==> config.mk <==
export PLATFORM = sky130hd
export DESIGN_NAME = pattern_gen
export DESIGN_NICKNAME = d
export VERILOG_FILES = /design/src/rtl/pattern_chk_pkg.sv /design/src/rtl/pattern_checker_gen.sv
export SDC_FILE = /design/constraint.sdc
export NUM_CORES = 1
export LEC_CHECK = 0
export CORE_ASPECT_RATIO = 1.4
export CORE_MARGIN = 2
export CORE_UTILIZATION = 29
export DETAILED_ROUTE_END_ITERATION = 16
export PLACE_DENSITY = 0.88
export REMOVE_ABC_BUFFERS = 1
export SYNTH_ARGS = -nofsm -noshare
export SYNTH_HDL_FRONTEND = slang
export SYNTH_SLANG_ARGS = --single-unit
==> constraint.sdc <==
create_clock -name vclk -period 1.85
set_input_delay 0.4625 -clock vclk [all_inputs]
set_output_delay 0.4625 -clock vclk [all_outputs]
set_load 0.01 [all_outputs]
==> src/rtl/pattern_chk_pkg.sv <==
// Shared definitions for the DDR read-back pattern checker: marker defaults,
// error-class codes (decoded by the downstream error switch) and FSM states.
package pattern_chk_pkg;

    localparam logic [15:0] EVT_MARKER_DEF  = 16'hE7E7;
    localparam logic [15:0] HDR1_MARKER_DEF = 16'h0001;

    // err_en class codes; must stay aligned with the switch's decode
    localparam logic [1:0] ERR_EVT  = 2'b00;
    localparam logic [1:0] ERR_HDR1 = 2'b01;
    localparam logic [1:0] ERR_HDR2 = 2'b10;
    localparam logic [1:0] ERR_DATA = 2'b11;

    typedef enum logic [1:0] {
        S_EVT  = 2'd0,
        S_HDR1 = 2'd1,
        S_HDR2 = 2'd2,
        S_DATA = 2'd3
    } chk_state_e;

    // Word class being checked in a given FSM state
    function automatic logic [1:0] state_cls(input chk_state_e s);
        logic [1:0] c;
        c = ERR_DATA;
        case (s)
            S_EVT:   c = ERR_EVT;
            S_HDR1:  c = ERR_HDR1;
            S_HDR2:  c = ERR_HDR2;
            default: c = ERR_DATA;
        endcase
        return c;
    endfunction

endpackage

==> src/rtl/pattern_checker_gen.sv <==
// Expected-word generator: maps (tag, nwords, state, data index) to the
// 64-bit word the stream should carry at that position. Purely combinational.
module pattern_gen
    import pattern_chk_pkg::*;
#(
    parameter logic [15:0] EVT_MARKER  = EVT_MARKER_DEF,
    parameter logic [15:0] HDR1_MARKER = HDR1_MARKER_DEF
) (
    input  logic [47:0] tag,
    input  logic [31:0] nwords,
    input  chk_state_e  state,
    input  logic [31:0] idx,
    output logic [63:0] exp_word
);

    logic [63:0] evt_word;

    // Select the expected word for the current stream position
    always_comb begin
        evt_word = {EVT_MARKER, tag};
        exp_word = evt_word;
        case (state)
            S_EVT:   exp_word = evt_word;
            S_HDR1:  exp_word = {HDR1_MARKER, 16'h0000, nwords};
            S_HDR2:  exp_word = ~evt_word;
            default: exp_word = {tag[31:0], idx};
        endcase
    end

endmodule

After elaboration in Yosys (flattened, before gate mapping)
Index checks and enable logic that the tools add are counted.
{"block": "classes", "n_eq_ne": 2, "muxes": 1, "n_bitwise": 1, "reduce_logical": 1}
{"cell": "64-bit one-hot mux with 3 select lines", "n": 1}
{"cell": "64-bit inverter", "n": 1}
{"cell": "2-bit by 1-bit equality test with 1-bit output, second input constant", "n": 1}
{"cell": "2-bit equality test, second input constant", "n": 1}
{"cell": "2-bit logical NOT", "n": 1}
{"block": "totals", "input_bits": 114, "wordCells": 5, "output_inout_bits": 64, "ff_bits": 0}

Longest topological paths before layout
Gate-level depths: netlist (run 1).
{"block": "logic_depth", "depth_word": 2, "mapped_depth": 5, "mapped_depth_nobuf": 3}

Worst setup path before layout (run 1)
Ideal clock, no wire load.
{"block": "synth_timing", "kind": "in2out", "start": "input state[1]", "end": "output exp_word[52]", "cell_stages": 3, "path_buffers": 2, "slack_ps": 153, "required_time_ps": 1387, "arrival_time_ps": 1234, "path_cell_list": "buf_2 > clkbuf_1 > a21boi_0"}
{"block": "synth_between", "elab_chain_cells": 2, "word_cells_on_any_way": 4, "cone_classes": "eq/ne: 2; mux: 1; reduce/logical: 1"}
{"item": "start: declaration", "line": "pattern_checker_gen.sv:11", "text": "input chk_state_e state,"}
{"item": "2-bit equality test (tied with other cells)", "line": "pattern_checker_gen.sv:22", "text": "case (state)"}
{"item": "64-bit one-hot mux with 3 select lines *", "line": "pattern_checker_gen.sv:22"}
{"item": "end: declaration", "line": "pattern_checker_gen.sv:13", "text": "output logic [63:0] exp_word"}
Every way passes the cells marked *; elsewhere a longest branch is shown, timed or not.

Worst setup path after layout (run 1)
{"block": "layout_timing", "start": "input state[0]", "end": "output exp_word[49]"}
The elaborated chain is that of the path after synthesis.

==> results.json, run 1 <==
{
  "status": "finished, final reports clean",
  "routed_via_density": 5.090,
  "drive_above_1_share_pct": 20.50,
  "register_area_um2": 0,
  "fmax_mhz": 546.7,
  "drt-total-wl_um": 6765,
  "synthTopCellsByArea": "a21oi_1 21%, a211oi_1 16%, nor2b_1 13%",
  "hold_viol": 0,
  "fin_tns_setup_ns": 0,
  "ctsHoldBuffers": 0,
  "grt_pass1_wl_um": 10430,
  "synth_top_area_share_pct": 20.80,
  "cp_slowest_cell": "dlygate4sd2_1",
  "dp_hpwl_um": 5371,
  "ioPinCount": 178,
  "coreArea_um2": 5159,
  "path_class": "in -> out",
  "slew_headroom_pct": 84.96,
  "grt_pass1_vias": 2418,
  "ys_seq_area_share_pct": 0,
  "critPathCaptureType": "output port",
  "pwr-share-comb_pct": 100.0,
  "port_buffers": 178,
  "n_fill_cell": 488,
  "path_max_fanout": 18,
  "first_pass_iters": 4,
  "synth_warnings": 0,
  "post-route-period-util_pct": 98.87,
  "ant_nets": 0,
  "p_leak_nw": 1.471,
  "wl_per_cell_um": 13.26,
  "min_period_ns": 1.829,
  "gp_congestion": 0.8481,
  "grt_max_degree": 44,
  "ir_drop_mv": 0.1572,
  "max_stage_delay_ns": 0.27,
  "hold_path_depth": 4,
  "critPathLaunchType": "primary input",
  "setup_ws_ns": 0.02097,
  "report.final.slew_viol_count": 0,
  "holdPathEnd": "exp_word[31]",
  "nClkBuffers": 0,
  "die_h_um": 90.23,
  "ys_types": 20,
  "antenna_found_initial": 0,
  "drc": 0,
  "mostFrequentLayoutCell": "clkdlybuf4s50_1",
  "worst_pin_slew_ns": 0.2243,
  "synth.avg_cell_area_um2": 5.621,
  "setup_violations": 0,
  "p_clk_share_pct": 0,
  "seq_cell_count": 0,
  "synthCells": 274,
  "mostFrequentLayoutCells": "79 x clkdlybuf4s50_1, 63 x a21oi_1, 40 x dlygate4sd2_1",
  "rows": 31,
  "dieArea_um2": 5918,
  "grt_overflow": 0,
  "drv_cap": 0,
  "synth_area_um2": 1540,
  "areaGrowthSynthToFinish_pct": 116.2,
  "cp.required_ns": 1.39,
  "cts_setup_buffers": 0,
  "crit_buf_inv": 3,
  "hold_path_class": "in -> out",
  "worst_hold_slack_ns": 1.380,
  "start_util_pct": 29.86,
  "track_usage_pct": 21.08,
  "hp-start": "state[1]",
  "crit_chain": "buf_12 > and2_4 > buf_4 > a21o_1 > dlygate4sd2_1",
  "fin_nets": 560,
  "diodes": 0,
  "powerDensity_nw_per_um2": 250.3,
  "p_seq_share_pct": 0,
  "cp_top_family": "buffers and inverters",
  "power_switching_share_pct": 43.73,
  "multi_input_area_um2": 1433,
  "vias": 2596,
  "arrival_ns": 1.37,
  "post-synth-top-area-cell": "a21oi_1",
  "netSwitchingPower_w": 0.0003646,
  "drt_iter0_markers": 55,
  "final_util_pct": 64.56,
  "post-place-ws_ns": -0.5077,
  "intPower_w": 0.0004692,
  "die_w_um": 65.59
}
per-stage QoR:
stage	std cells	power, W	cell area, um^2
floorplan	243	0.0002785	1369
global placement	508	0.0009072	3446
detailed placement	508	0.0009243	3446
CTS	509	0.0008359	3343
global route	510	0.0009080	3331
finish	510	0.0008338	3331
Yosys cell counts:
master	count
a211oi_1	32
a21boi_0	4
a21o_1	11
a21oi_1	64
a22o_1	4
and2_1	1
buf_1	3
buf_2	11
buf_4	9
buf_6	1
clkbuf_1	7
inv_1	4
nand2_1	6
nand2b_1	24
nand3_1	12
nor2_1	32
nor2_2	1
nor2b_1	32
o21ai_0	11
o21ai_1	5
how the worst max path moves through the flow:
| stage | startpoint | end | slack [ns] | cells past startpoint |
|---|---|---|---|---|
| floorplan | state[1] | exp_word[34] | 0.33 | 2 |
| global placement | tag[12] | exp_word[12] | -0.50 | 5 |
| detailed placement | tag[12] | exp_word[12] | -0.51 | 5 |
| CTS | nwords[17] | exp_word[17] | -0.05 | 4 |
| global route | nwords[5] | exp_word[5] | -0.02 | 4 |
| finish | state[0] | exp_word[49] | 0.02 | 5 |
cell families (layout without fill, tap and decap cells):
group                  count (synthesis)  in the layout  synth area share [%]
AOI/OAI and AO/OA                    131            131                 51.18
buffers and inverters                 35            205                 12.10
and+or+nand+nor                      108            108                 36.72
repair_timing:
| action | CTS | global route |
|---|---|---|
| gates resized for setup | 243 | 29 |
| setup endpoints to repair | 64 | 23 |
| pin swaps | 25 | 4 |
| gates cloned | 1 | 1 |
layout make-up:
type,instances,share of cell area [%]
Inverter,4,0.4508
Tap cell,66,2.479
Timing Repair Buffer,201,54.06
Multi-Input combinational cell,239,43.01
metal layers:
| metal | GRT usage (%) | share of wire, % | up-vias | routed length [um] |
|---|---|---|---|---|
| li1 | - | - | 1324 | - |
| met1 | 20.91 | 35 | 1131 | 2368 |
| met2 | 42.52 | 54 | 119 | 3652 |
| met3 | 3.630 | 7.8 | 22 | 526 |
| met4 | 5.729 | 3.2 | 0 | 218 |
| met5 | 0 | 0 | - | 0 |
power groups by stage:
stage          logic [W]  registers [W]  clock network, W
2_1_floorplan   0.000278              0                 0
3_3_place_gp    0.000907              0                 0
3_5_place_dp    0.000924              0                 0
4_1_cts         0.000836              0                 0
5_1_grt         0.000908              0                 0
6_report        0.000834              0                 0
worst min-delay path, stage by stage:
cell and delay, ns:
buf_6 0.13, buf_4 0.13, a21oi_1 0.05, buf_2 0.14
Power figures use the tool's default switching activity.
==> run 2: changes to the inputs <==
- PLACE_DENSITY: 0.88 -> 0.95
==> run 2 against run 1 <==
Against the previous run:
- flip-flop and latch count unchanged
- design area down 1.7%
- cell count down 0.59%
- critical path depth down 1
- routed wire length up 1.4%
- critical path type unchanged
==> results.json, run 2 (same netlist as run 1, synthesis figures left out) <==
{
  "status": "finished, final reports clean",
  "cp_top_family": "buffers and inverters",
  "start_util_pct": 29.86,
  "p_leak_nw": 1.464,
  "register_area_um2": 0,
  "report.final.slew_viol_count": 0,
  "max_stage_delay_ns": 0.43,
  "grt_pass1_wl_um": 10210,
  "die_h_um": 90.23,
  "nClkBuffers": 0,
  "intPower_w": 0.0004597,
  "antenna_found_initial": 0,
  "critPathCaptureType": "output port",
  "netSwitchingPower_w": 0.0003702,
  "path_class": "in -> out",
  "grt_max_degree": 41,
  "cp_slowest_cell": "clkdlybuf4s50_1",
  "hold_viol": 0,
  "grt_pass1_vias": 2397,
  "pwr-share-comb_pct": 100.0,
  "ant_nets": 0,
  "track_usage_pct": 20.48,
  "dp_cells": 506,
  "diodes": 0,
  "rows": 31,
  "seq_cell_count": 0,
  "grt_overflow": 0,
  "drc": 0,
  "fmax_mhz": 544.0,
  "mostFrequentLayoutCell": "clkdlybuf4s50_1",
  "coreArea_um2": 5159,
  "post-route-period-util_pct": 99.37,
  "path_max_fanout": 1,
  "dieArea_um2": 5918,
  "hold_path_depth": 4,
  "fin_tns_setup_ns": 0,
  "port_buffers": 178,
  "drt-total-wl_um": 6862,
  "gp_congestion": 0.8593,
  "fin_nets": 557,
  "drt_iter0_markers": 42,
  "final_cells": 507,
  "hp-start": "state[0]",
  "dp_hpwl_um": 5287,
  "ir_drop_mv": 0.1350,
  "drv_cap": 0,
  "cp.required_ns": 1.39,
  "drive_above_1_share_pct": 20.41,
  "powerDensity_nw_per_um2": 253.5,
  "crit_chain": "clkdlybuf4s50_1 > a211oi_2 > a21oi_1 > buf_2",
  "mostFrequentLayoutCells": "79 x clkdlybuf4s50_1, 61 x a21oi_1, 39 x dlygate4sd2_1, 39 x buf_2, 31 x nor2b_1",
  "cp.depth": 4,
  "post-place-ws_ns": -0.5402,
  "ioPinCount": 178,
  "place_area_um2": 3431,
  "hold_path_class": "in -> out",
  "first_pass_iters": 4,
  "areaGrowthSynthToFinish_pct": 112.6,
  "arrival_ns": 1.38,
  "wl_per_cell_um": 13.53,
  "design_area_um2": 3274,
  "routed_via_density": 5.237,
  "slew_headroom_pct": 83.67,
  "p_seq_share_pct": 0,
  "power_switching_share_pct": 44.61,
  "die_w_um": 65.59,
  "crit_buf_inv": 2,
  "holdPathEnd": "exp_word[22]",
  "p_total_w": 0.0008300,
  "worst_pin_slew_ns": 0.2434,
  "setup_violations": 0,
  "ctsHoldBuffers": 0,
  "p_clk_share_pct": 0,
  "vias": 2655,
  "setup_ws_ns": 0.01170,
  "critPathLaunchType": "primary input",
  "cts_setup_buffers": 0,
  "min_period_ns": 1.838
}
==> run 2: worst min-delay path, stage by stage <==
cell      delay (ns)
buf_12          0.12
a211oi_1        0.07
a21oi_1         0.10
buf_2           0.14
==> run 2: area by class of cell <==
type,instances,area (um^2)
fill,479,1884
inverter,4,15.01
multi-input combinational,239,1435
tap,66,82.58
timing repair buffer,198,1742
==> run 2: worst max-delay path by stage <==
stage | startpoint | slack [ns] | to
6_report | nwords[4] | 0.01 | exp_word[4]
5_1_grt | nwords[4] | -0.02 | exp_word[4]
4_1_cts | tag[11] | -0.19 | exp_word[11]
3_5_place_dp | tag[18] | -0.54 | exp_word[18]
3_3_place_gp | tag[31] | -0.52 | exp_word[31]
2_1_floorplan | state[1] | 0.33 | exp_word[34]
==> run 2: metrics by stage <==
stage	hold slack, ns	utilization (%)
after floorplan	0.9911	-
after global placement	1.835	66.51
after detailed placement	1.840	66.51
after CTS	1.370	63.55
after global routing	1.394	63.47
final	1.368	63.47
==> run 2: repair_timing <==
action,CTS,global route
pin swaps,26,6
gates resized for setup,229,45
setup endpoints to repair,64,30
cloned,1,0
==> run 2: layer usage <==
metal / track usage [%] / part of all wire (%)
met1: 21.14 / 37
met2: 42.77 / 54
met3: 2.628 / 7.4
met4: 1.910 / 1.4
met5: 0 / 0
==> run 2: power groups by stage <==
stage / combinational, W / clock, W / sequential, W
floorplan: 0.000278 / 0 / 0
global placement: 0.000905 / 0 / 0
detailed placement: 0.000924 / 0 / 0
CTS: 0.000824 / 0 / 0
global route: 0.000898 / 0 / 0
finish: 0.000830 / 0 / 0
